### src/rtl/lab4_net_terminal_adapter.sv
// Two-entry registered FIFO: 1-cycle enqueue-to-head latency, no full-cycle bypass.
// Backpressure: enq_rdy is low whenever both entries are occupied.
module lab4_net_terminal_fifo #(
  parameter int p_width = 8
) (
  input  logic               clk,
  input  logic               reset,
  input  logic               enq_vld,
  output logic               enq_rdy,
  input  logic [p_width-1:0] enq_dat,
  output logic               deq_vld,
  input  logic               deq_rdy,
  output logic [p_width-1:0] deq_dat
);
  logic [p_width-1:0] mem [2];
  logic [1:0]         count;
  logic               wr_ptr;
  logic               rd_ptr;
  logic               enq_fire;
  logic               deq_fire;

  assign enq_rdy  = (count < 2'd2);
  assign deq_vld  = (count != 2'd0);
  assign deq_dat  = mem[rd_ptr];
  assign enq_fire = enq_vld && enq_rdy;
  assign deq_fire = deq_vld && deq_rdy;

  always_ff @(posedge clk or posedge reset) begin
    if (reset) begin
      count  <= 2'd0;
      wr_ptr <= 1'b0;
      rd_ptr <= 1'b0;
    end else begin
      if (enq_fire) wr_ptr <= ~wr_ptr;
      if (deq_fire) rd_ptr <= ~rd_ptr;
      count <= count + {1'b0, enq_fire} - {1'b0, deq_fire};
    end
  end

  always_ff @(posedge clk) begin
    if (enq_fire) mem[wr_ptr] <= enq_dat;
  end
endmodule

// Ring terminal adapter: stamps injections with src/per-dest sequence, checks ejections for dest and order.
// Both paths are independent 2-entry FIFOs (1-cycle latency); each rdy drops only when its FIFO is full.
module lab4_net_terminal_adapter #(
  parameter int p_payload_nbits = 32,
  parameter int p_opaque_nbits  = 8,
  parameter int p_num_ports     = 4
) (
  input  logic                                      clk,
  input  logic                                      reset,
  input  logic [1:0]                                router_id,
  input  logic                                      term_req_val,
  output logic                                      term_req_rdy,
  input  logic [1:0]                                term_req_dest,
  input  logic [p_payload_nbits-1:0]                term_req_payload,
  output logic                                      net_out_val,
  input  logic                                      net_out_rdy,
  output logic [4+p_opaque_nbits+p_payload_nbits-1:0] net_out_msg,
  input  logic                                      net_in_val,
  output logic                                      net_in_rdy,
  input  logic [4+p_opaque_nbits+p_payload_nbits-1:0] net_in_msg,
  output logic                                      term_resp_val,
  input  logic                                      term_resp_rdy,
  output logic [1:0]                                term_resp_src,
  output logic [p_payload_nbits-1:0]                term_resp_payload,
  output logic                                      err_dest,
  output logic                                      err_seq
);
  typedef struct packed {
    logic [1:0]                 dest;
    logic [1:0]                 src;
    logic [p_opaque_nbits-1:0]  opaque;
    logic [p_payload_nbits-1:0] payload;
  } msg_t;

  typedef struct packed {
    logic [1:0]                 src;
    logic [p_payload_nbits-1:0] payload;
  } resp_t;

  logic [p_opaque_nbits-1:0] inj_seq [p_num_ports];
  logic [p_opaque_nbits-1:0] exp_seq [p_num_ports];
  msg_t  inj_msg;
  msg_t  in_msg;
  resp_t ej_in;
  resp_t ej_out;
  logic  inj_fire;
  logic  ej_fire;

  assign inj_msg  = '{dest: term_req_dest, src: router_id,
                      opaque: inj_seq[term_req_dest], payload: term_req_payload};
  assign in_msg   = msg_t'(net_in_msg);
  assign ej_in    = '{src: in_msg.src, payload: in_msg.payload};
  assign inj_fire = term_req_val && term_req_rdy;
  assign ej_fire  = net_in_val && net_in_rdy;

  assign term_resp_src     = ej_out.src;
  assign term_resp_payload = ej_out.payload;

  lab4_net_terminal_fifo #(.p_width($bits(msg_t))) u_inj_fifo (
    .clk     (clk),
    .reset   (reset),
    .enq_vld (term_req_val),
    .enq_rdy (term_req_rdy),
    .enq_dat (inj_msg),
    .deq_vld (net_out_val),
    .deq_rdy (net_out_rdy),
    .deq_dat (net_out_msg)
  );

  lab4_net_terminal_fifo #(.p_width($bits(resp_t))) u_ej_fifo (
    .clk     (clk),
    .reset   (reset),
    .enq_vld (net_in_val),
    .enq_rdy (net_in_rdy),
    .enq_dat (ej_in),
    .deq_vld (term_resp_val),
    .deq_rdy (term_resp_rdy),
    .deq_dat (ej_out)
  );

  // Expected sequence always resyncs to the received value, so one gap flags once.
  always_ff @(posedge clk or posedge reset) begin
    if (reset) begin
      for (int i = 0; i < p_num_ports; i++) begin
        inj_seq[i] <= '0;
        exp_seq[i] <= '0;
      end
      err_dest <= 1'b0;
      err_seq  <= 1'b0;
    end else begin
      if (inj_fire) inj_seq[term_req_dest] <= inj_seq[term_req_dest] + 1'b1;
      if (ej_fire) begin
        exp_seq[in_msg.src] <= in_msg.opaque + 1'b1;
        if (in_msg.dest != router_id)           err_dest <= 1'b1;
        if (in_msg.opaque != exp_seq[in_msg.src]) err_seq <= 1'b1;
      end
    end
  end
endmodule

### config.mk
export PLATFORM = sky130hd
export DESIGN_NAME = lab4_net_terminal_adapter
export DESIGN_NICKNAME = d
export VERILOG_FILES = /design/src/rtl/lab4_net_terminal_adapter.sv
export SDC_FILE = /design/constraint.sdc
export NUM_CORES = 1
export LEC_CHECK = 0
export ABC_AREA = 1
export ABC_CLOCK_PERIOD_IN_PS = 8800
export CORE_ASPECT_RATIO = 1.75
export CORE_MARGIN = 4
export CORE_UTILIZATION = 55
export CTS_CLUSTER_SIZE = 8
export DETAILED_ROUTE_END_ITERATION = 6
export PLACE_DENSITY = 0.8
export SETUP_SLACK_MARGIN = 0.4
export SKIP_LAST_GASP = 1
export SLEW_MARGIN = 20
export SYNTH_ARGS = -nofsm -noshare
export SYNTH_HDL_FRONTEND = slang
export SYNTH_SLANG_ARGS = --single-unit
### constraint.sdc
create_clock -name clk -period 8.8 [get_ports clk]
set_clock_uncertainty 0.1 [all_clocks]
set_input_delay 1.32 -clock clk [delete_from_list [all_inputs] [get_ports clk]]
set_output_delay 1.32 -clock clk [all_outputs]
set_load 0.02 [all_outputs]
==> results_dict.tcl, run 1 <==
set metrics [dict create \
    yosysMostFrequentCell "nand2_1" \
    wl_met1_mm 8.24 \
    dieArea_um2 19500 \
    ir_worst_vdd_mv 0.165 \
    min_path_type "reg2reg" \
    cts_tree "built" \
    ant_nets 0 \
    report.final.slew_viol_count 0 \
    antenna_found_initial 1 \
    stdcell_count 1375 \
    ioPinCount 170 \
    clk_pin_slew_ns 0.05 \
    crit_arrival_ns 3.28 \
    cts_buffer_depth 3 \
    setup.worst_path.end_class "output port" \
    cts_setup_buffers 0 \
    die_width_um 107 \
    dr_total_vias 7099 \
    max_freq_mhz 213 \
    synth_edf_count 156 \
    syn_inst 943 \
    period_share 0.534 \
    numPlacedInstances 1316 \
    dr.max_layer_used "met4" \
    clock-sinks 230 \
    grt_pass1_wl_mm 35.5 \
    ys.flop_type "edfxtp_1" \
    synth_nets 1035 \
    critPathKind "reg2out" \
    area_delta_synth_final_pct 30.5 \
    crit_required_ns 7.38 \
    startpoint_type "flop" \
    synthArstFlopShare 0.322 \
    clockRootBuffer "clkbuf_16" \
    ys_ff_latch 230 \
    seqCellArea_um2 6540 \
    synth_top_cell_area_share 0.493 \
    dr.pass1.iters 7 \
    yosys-top-cells-area "edfxtp_1, dfrtp_1, nand2_1" \
    holdWs_ns 0.362 \
    finalSetupViolCount 0 \
    tns_ns 0 \
    first_global_vias 7128 \
    drtIter0Drc 520 \
    synth.largest_area_cell "edfxtp_1" \
    grt_max_degree 75 \
    initial_core_util 0.561 \
    cap_violations 0 \
    met2WireLength_mm 12.2 \
    die_height_um 182 \
    htreeDepth 2 \
    drive_gt1_frac 0.0532 \
    vias_per_cell 5.16 \
    synth_cell_types 28 \
    cts-hold-fix-buffers 0 \
    fillers 1146 \
    synth_area_um2 9500 \
    row_count 63 \
    cts_resized 0 \
    multi_input_area_um2 2660 \
    rsz0062_at_grt "no" \
    grtUsageTotal 0.231 \
    portBuffers 169 \
    synth_area_per_cell_um2 10.1 \
    finalCriticalPeriod_ns 4.70 \
    hpwl_mm 15.0 \
    cts_buffers 34 \
    drt-total-wl_mm 22.9 \
    pwr_density_cell_nw_per_um2 331 \
    wire_per_inst_um 16.7 \
    place_congestion 0.899 \
    seq_area_frac_synth 0.688 \
    core-area_um2 16900 \
    drc_errors 0 \
    outcome "completed" \
    hold_viol 0 \
    yosys-top-cells-count "nand2_1, edfxtp_1, dfrtp_1" \
    path_max_fanout 35 \
    grt-ovfl-total 0 \
    fin_nets 1217 \
    worstSkewPairLatency_ns 0.50 \
    p_leak_nw 5.42 \
    slew_headroom 0.312 \
    tightest_slew_ns 1.03 \
    wl_met3_mm 1.26 \
    yosys_warnings 0 \
]
-- layout by cell type, fill, tap and decap left out, types with 13 or more instances in the layout --
cell type,count
nand2_1,485
clkdlybuf4s50_1,169
edfxtp_1,156
dfrtp_1,73
inv_1,50
o21ai_0,45
clkbuf_16,34
nand3_1,31
nor2_1,22
clkbuf_1,20
xor2_1,13
-- worst paths after layout --
path / end / slack, ns / start / cells past startpoint
setup / recovery: term_resp_src[1] / 4.10 / u_ej_fifo.rd_ptr / 4
hold / removal: err_seq / 0.36 / err_seq / 2
setup reg to reg: u_ej_fifo.rd_ptr / 6.34 / u_ej_fifo.rd_ptr / 2
hold reg to reg: err_seq / 0.36 / err_seq / 2
max in group asynchronous: u_ej_fifo.rd_ptr / 6.61 / reset / 3
min in group asynchronous: u_ej_fifo.wr_ptr / 1.35 / reset / 3
-- metrics by stage --
stage / utilization / total power [mW] / setup slack [ns] / cell area (µm²)
after floorplan: - / 2.33 / 4.90 / 9500
after global placement: 0.674 / 2.90 / 4.32 / 11400
after detailed placement: 0.674 / 2.94 / 4.17 / 11400
after CTS: 0.732 / 4.12 / 3.60 / 12400
after global routing: 0.732 / 4.32 / 3.85 / 12400
final: 0.732 / 4.10 / 4.10 / 12400
-- sequential cells by signal, summed over array words and instances (netlist names) --
name and count:
inj_seq 32, err_dest 1, u_ej_fifo.count 2, u_ej_fifo.mem 68, u_ej_fifo.wr_ptr 1, u_inj_fifo.mem 88, u_inj_fifo.count 2, u_inj_fifo.rd_ptr 1
u_inj_fifo.wr_ptr 1, exp_seq 32, err_seq 1, u_ej_fifo.rd_ptr 1
-- cells by family after synthesis --
kind of cell / synth area share
buffers and inverters: 0.0345
adder cells (fa/ha/maj): 0.00790
XOR/XNOR: 0.0147
flip-flops: 0.688
AND/OR/NAND/NOR: 0.227
AO/OA/AOI/OAI: 0.0279
-- worst max-delay path, cell delays in order (launching register included) --
cell and delay (ns):
dfrtp_2 0.77, clkinv_1 1.00, nand2_1 0.34, nand2_1 0.09, clkdlybuf4s50_1 0.55
-- power by group --
| part | total, mW | leakage [nW] | internal [mW] | switching, mW |
|---|---|---|---|---|
| registers | 1.56 | 2.37 | 1.44 | 0.119 |
| clock network | 1.17 | 0.466 | 0.727 | 0.439 |
| logic | 1.37 | 2.58 | 0.542 | 0.831 |
| total | 4.10 | 5.42 | 2.71 | 1.39 |
-- area by class of cell --
cell class                 count  area share
sequential                   230       0.527
multi-input combinational    628       0.214
timing repair buffer         175       0.140
clock buffer                  55      0.0758
tap                          227      0.0229
inverter                      56      0.0169
clock inverter                 3     0.00272
antenna                        1    0.000202
-- metal layers --
metal / vias to the layer above / global-route usage
met5: - / 0
met4: 0 / 0.122
met3: 67 / 0.0352
met2: 271 / 0.417
met1: 3350 / 0.258
li1: 3411 / -
Note: power is estimated with default switching activity, not from simulation.
==> run 2, diff against run 1 <==
--- a/config.mk
+++ b/config.mk
@@ -6,13 +6,13 @@
 export NUM_CORES = 1
 export LEC_CHECK = 0
 export ABC_AREA = 1
-export ABC_CLOCK_PERIOD_IN_PS = 8800
+export ABC_CLOCK_PERIOD_IN_PS = 4600
 export CORE_ASPECT_RATIO = 1.75
 export CORE_MARGIN = 4
-export CORE_UTILIZATION = 55
+export CORE_UTILIZATION = 53
 export CTS_CLUSTER_SIZE = 8
 export DETAILED_ROUTE_END_ITERATION = 6
-export PLACE_DENSITY = 0.8
+export PLACE_DENSITY = 0.77
 export SETUP_SLACK_MARGIN = 0.4
 export SKIP_LAST_GASP = 1
 export SLEW_MARGIN = 20
==> constraint.sdc (replaced) <==
create_clock -name clk -period 4.6 [get_ports clk]
set_clock_uncertainty 0.1 [all_clocks]
set_input_delay 0.69 -clock clk [delete_from_list [all_inputs] [get_ports clk]]
set_output_delay 0.69 -clock clk [all_outputs]
set_load 0.02 [all_outputs]
==> run 2 against run 1 <==
Compared with the run above:
- power increased by 94%
- critical path depth unchanged
- die area grew 3.6%
- register-to-register slack worse by 4.2 ns
- via count is 0.63% lower
- worst hold slack gained 0.014 ns
- combinational power rose by 98%
- first-iteration DRC count decreased by 27%
- clock power is 95% higher
==> results_dict.tcl, run 2 (synthesized netlist as in run 1, its figures left out) <==
set metrics [dict create \
    ant_nets 0 \
    area_delta_synth_final_pct 31.2 \
    report.final.slew_viol_count 0 \
    min_path_type "reg2reg" \
    final_cell_mix "nand2_1, clkdlybuf4s50_1, edfxtp_1" \
    tns_ns 0 \
    cts-hold-fix-buffers 0 \
    worst_r2r_endpoint "u_ej_fifo.mem[1][32]" \
    crit_arrival_ns 2.65 \
    layout_commonest_cell "nand2_1" \
    ff2ff_path_depth 4 \
    drtIter0Drc 381 \
    cts_setup_buffers 0 \
    cts_resized 0 \
    largest_reg_flops 88 \
    drt-total-wl_mm 23.3 \
    drive_gt1_frac 0.0556 \
    multi_input_area_um2 2660 \
    rsz0062_at_grt "no" \
    reg2reg_from "u_ej_fifo.count[1]" \
    p_leak_nw 5.45 \
    whs_endpoint "err_dest" \
    grtUsageTotal 0.232 \
    seqCellArea_um2 6540 \
    dieArea_um2 20200 \
    max_freq_mhz 290 \
    vias_per_cell 5.09 \
    slew_headroom 0.303 \
    antenna_found_initial 3 \
    top_regs "u_inj_fifo.mem: 88 flops, u_ej_fifo.mem: 68 flops" \
    wire_per_inst_um 16.8 \
    ir_worst_vdd_mv 0.414 \
    dr.pass1.iters 5 \
    outcome "completed" \
    cts_buffers 34 \
    first_global_vias 7111 \
    clockRootBuffer "clkbuf_16" \
    finalCriticalPeriod_ns 3.44 \
    initial_core_util 0.542 \
    critPathKind "reg2out" \
    cts_buffer_depth 3 \
    portBuffers 169 \
    path_max_fanout 35 \
    holdWs_ns 0.376 \
    setup.worst_path.end_class "output port" \
    finalSetupViolCount 0 \
    hpwl_mm 15.4 \
    fin_nets 1221 \
    die_height_um 185 \
    cap_violations 0 \
    r2r_setup_slack_ns 2.18 \
    dr_total_vias 7054 \
    ioPinCount 170 \
    hold_viol 0 \
    min_from "err_dest" \
    clk_pin_slew_ns 0.05 \
    pwr_density_cell_nw_per_um2 637 \
    place_ws_ns 1.36 \
    max_flop_register "u_inj_fifo.mem" \
    row_count 64 \
    core-area_um2 17500 \
    htreeDepth 2 \
    tightest_slew_ns 1.04 \
    final.setup.worst_slack_ns 1.16 \
    min_delay_path_depth 1 \
    period_share 0.749 \
    worstSkewPairLatency_ns 0.49 \
    crit_required_ns 3.81 \
    cts_tree "built" \
    drc_errors 0 \
    grt_max_degree 46 \
    clock-sinks 230 \
    fillers 1243 \
    place_congestion 0.895 \
    grt_pass1_wl_mm 36.1 \
    startpoint_type "flop" \
    die_width_um 109 \
    grt-ovfl-total 0 \
]
==> run 2: power by group <==
part	total [mW]	switching, mW	internal [mW]
logic	2.71	1.66	1.05
registers	2.95	0.195	2.76
clock network	2.28	0.853	1.43
total	7.94	2.71	5.24
==> run 2: how the worst max path moves through the flow <==
stage / slack, ns / start / cells after the start / end
5_1_grt: 0.97 / u_ej_fifo.rd_ptr / 4 / term_resp_payload[30]
3_3_place_gp: 1.43 / term_req_dest[0] / 11 / inj_seq[22]
6_report: 1.16 / u_ej_fifo.rd_ptr / 4 / term_resp_src[1]
2_1_floorplan: 1.33 / term_req_val / 2 / u_inj_fifo.mem[0][0]
4_1_cts: 1.11 / u_ej_fifo.rd_ptr / 4 / term_resp_src[1]
3_5_place_dp: 1.36 / term_req_dest[0] / 10 / inj_seq[18]
==> run 2: layer usage <==
metal	vias up	part of all wire	GRT usage
li1	3416	-	-
met1	3343	0.36	0.247
met2	227	0.53	0.427
met3	68	0.061	0.0422
met4	0	0.050	0.124
met5	-	0	0
==> run 2: critical path, cell delays in order (launching register included) <==
cell	delay, ns
dfrtp_1	0.36
clkinv_1	0.81
nand2_1	0.29
nand2_1	0.13
clkdlybuf4s50_1	0.59
==> run 2: area by class of cell <==
| class | count | area share |
|---|---|---|
| antenna | 3 | 0.000602 |
| clock buffer | 57 | 0.0777 |
| sequential | 230 | 0.524 |
| inverter | 56 | 0.0169 |
| clock inverter | 2 | 0.00261 |
| timing repair buffer | 179 | 0.142 |
| multi-input combinational | 628 | 0.213 |
| tap | 231 | 0.0232 |
==> run 2: per-stage QoR <==
step	cells	area, µm²	utilization	power (mW)
finish	1386	12500	0.711	7.94
global route	1386	12500	0.711	8.37
CTS	1383	12500	0.711	8.00
detailed placement	1324	11500	0.653	5.68
global placement	1324	11500	0.653	5.62
floorplan	943	9500	-	4.46
==> run 3, diff against run 2 <==
--- a/config.mk
+++ b/config.mk
@@ -6,13 +6,13 @@
 export NUM_CORES = 1
 export LEC_CHECK = 0
 export ABC_AREA = 1
-export ABC_CLOCK_PERIOD_IN_PS = 4600
+export ABC_CLOCK_PERIOD_IN_PS = 3000
 export CORE_ASPECT_RATIO = 1.75
 export CORE_MARGIN = 4
-export CORE_UTILIZATION = 53
+export CORE_UTILIZATION = 48
 export CTS_CLUSTER_SIZE = 8
 export DETAILED_ROUTE_END_ITERATION = 6
-export PLACE_DENSITY = 0.77
+export PLACE_DENSITY = 0.74
 export SETUP_SLACK_MARGIN = 0.4
 export SKIP_LAST_GASP = 1
 export SLEW_MARGIN = 20
==> constraint.sdc (replaced) <==
create_clock -name clk -period 3 [get_ports clk]
set_clock_uncertainty 0.1 [all_clocks]
set_input_delay 0.45 -clock clk [delete_from_list [all_inputs] [get_ports clk]]
set_output_delay 0.45 -clock clk [all_outputs]
set_load 0.02 [all_outputs]
==> run 3 against run 2 <==
Compared with the run above:
- critical path depth did not move
- worst hold slack worse by 0.10 ns
- final cell count is 1.9% higher
- clock power is 50% higher
- die area increased by 9.8%
- via count up 0.40%
- count of clock-buffer cells in the layout shrank 1
- first-iteration DRC count rose by 4.2%
==> results_dict.tcl, run 3 (synthesized netlist as in run 1, its figures left out) <==
set metrics [dict create \
    initial_core_util 0.493 \
    ir_worst_vdd_mv 0.537 \
    ff2ff_path_depth 7 \
    path_max_fanout 44 \
    grt_use_met3 0.0284 \
    row_count 67 \
    grt-ovfl-total 0 \
    ant_nets 0 \
    hpwl_mm 16.0 \
    die_height_um 194 \
    worst_r2r_endpoint "exp_seq[30]" \
    critPathKind "reg2out" \
    antenna_found_initial 3 \
    clockRootBuffer "clkbuf_16" \
    min_path_type "in2async" \
    p_leak_nw 5.75 \
    cts_tree "built" \
    dr.pass1.iters 5 \
    drt-total-wl_mm 23.5 \
    drive_gt1_frac 0.0693 \
    vias_per_cell 5.02 \
    grtUsageTotal 0.212 \
    core-area_um2 19300 \
    top_regs "u_inj_fifo.mem: 88 flops, u_ej_fifo.mem: 68 flops" \
    dr_total_vias 7082 \
    largest_reg_flops 88 \
    cts_buffer_depth 3 \
    crit_required_ns 2.45 \
    startpoint_type "flop" \
    grt_max_degree 49 \
    drc_errors 0 \
    rsz0062_at_grt "no" \
    r2r_setup_slack_ns 1.07 \
    first_global_vias 7317 \
    htreeDepth 2 \
    ioPinCount 170 \
    pwr_density_cell_nw_per_um2 957 \
    worstSkewPairLatency_ns 0.49 \
    final_cell_mix "nand2_1, edfxtp_1, clkdlybuf4s50_1" \
    wire_per_inst_um 16.6 \
    crit_path_start "u_inj_fifo.rd_ptr" \
    layout_commonest_cell "nand2_1" \
    tns_ns 0 \
    area_delta_synth_final_pct 33.4 \
    grt_pass1_wl_mm 36.9 \
    reg2reg_from "u_ej_fifo.count[1]" \
    cp-endpoint "net_out_msg[34]" \
    cap_violations 0 \
    setup.worst_path.end_class "output port" \
    max_freq_mhz 396 \
    portBuffers 169 \
    top_usage_layer "met2" \
    holdWs_ns 0.275 \
    report.final.slew_viol_count 0 \
    period_share 0.842 \
    dieArea_um2 22200 \
    tightest_slew_ns 0.620 \
    max_flop_register "u_inj_fifo.mem" \
    slew_headroom 0.586 \
    die_width_um 114 \
    finalSetupViolCount 0 \
    finalCriticalPeriod_ns 2.53 \
    crit_arrival_ns 1.98 \
    clock-sinks 230 \
    grtUsageMet1 0.227 \
    grt_use_met2 0.398 \
    clk_pin_slew_ns 0.05 \
    fin_nets 1237 \
    cts_buffers 34 \
    drtIter0Drc 397 \
    place_congestion 0.891 \
    power_mw 12.1 \
    hold_viol 0 \
    outcome "completed" \
]
-- run 3: changes by cell type in the layout (fill, tap and decap cells not counted), sizes merged --
| cell | previous run | this run |
|---|---|---|
| clkdlybuf4s50 | 169 | 139 |
| dlymetal6s2s | 0 | 17 |
| buf | 10 | 26 |
| dlygate4sd2 | 0 | 13 |
| inv | 55 | 57 |
| clkbuf | 57 | 56 |
| clkinv | 3 | 2 |
-- run 3: worst min-delay path by stage --
stage,startpoint,endpoint,slack (ns),depth (start not counted)
2_1_floorplan,exp_seq[10],exp_seq[10],0.34,2
3_3_place_gp,err_seq,err_seq,0.35,2
3_5_place_dp,err_dest,err_dest,0.36,1
4_1_cts,reset,u_ej_fifo.count[1],0.28,2
5_1_grt,reset,exp_seq[14],0.34,2
6_report,reset,exp_seq[14],0.27,2
-- run 3: where the power goes --
| part | total, mW | internal (mW) | switching [mW] |
|---|---|---|---|
| Clock | 3.42 | 2.14 | 1.28 |
| Combinational | 4.17 | 1.64 | 2.54 |
| Sequential | 4.54 | 4.23 | 0.310 |
-- run 3: final cells by class --
cell class / count / area (µm²)
clock inverter: 3 / 33.8
antenna: 3 / 7.51
tap: 241 / 302
clock buffer: 56 / 943
timing repair buffer: 195 / 1970
fill: 1501 / 6610
inverter: 56 / 214
sequential: 230 / 6540
multi-input combinational: 628 / 2670
-- run 3: metrics by stage --
stage	setup slack (ns)	utilization	instances	cell area [µm²]
CTS	0.369	0.654	1409	12600
floorplan	-0.188	-	943	9510
finish	0.473	0.657	1412	12700
global placement	0.310	0.603	1347	11600
detailed placement	0.262	0.603	1347	11600
global route	0.391	0.657	1412	12700
-- run 3: worst max-delay path, stage by stage (launching register included) --
cell             delay, ns
dfrtp_1               0.43
buf_12                0.25
nand2_1               0.09
nand2_1               0.07
clkdlybuf4s50_1       0.64
-- run 3: repair_timing --
action | CTS | global route
resized for setup | 18 | 18
buffers inserted | 3 | 0
hold endpoints to repair | 0 | 0
hold buffers | 0 | 0
setup endpoints to repair | 70 | 34
-- run 3: per-layer routing --
metal / vias up / part of all wire
li1: 3454 / -
met1: 3365 / 0.36
met2: 200 / 0.56
met3: 63 / 0.043
met4: 0 / 0.045
met5: - / 0
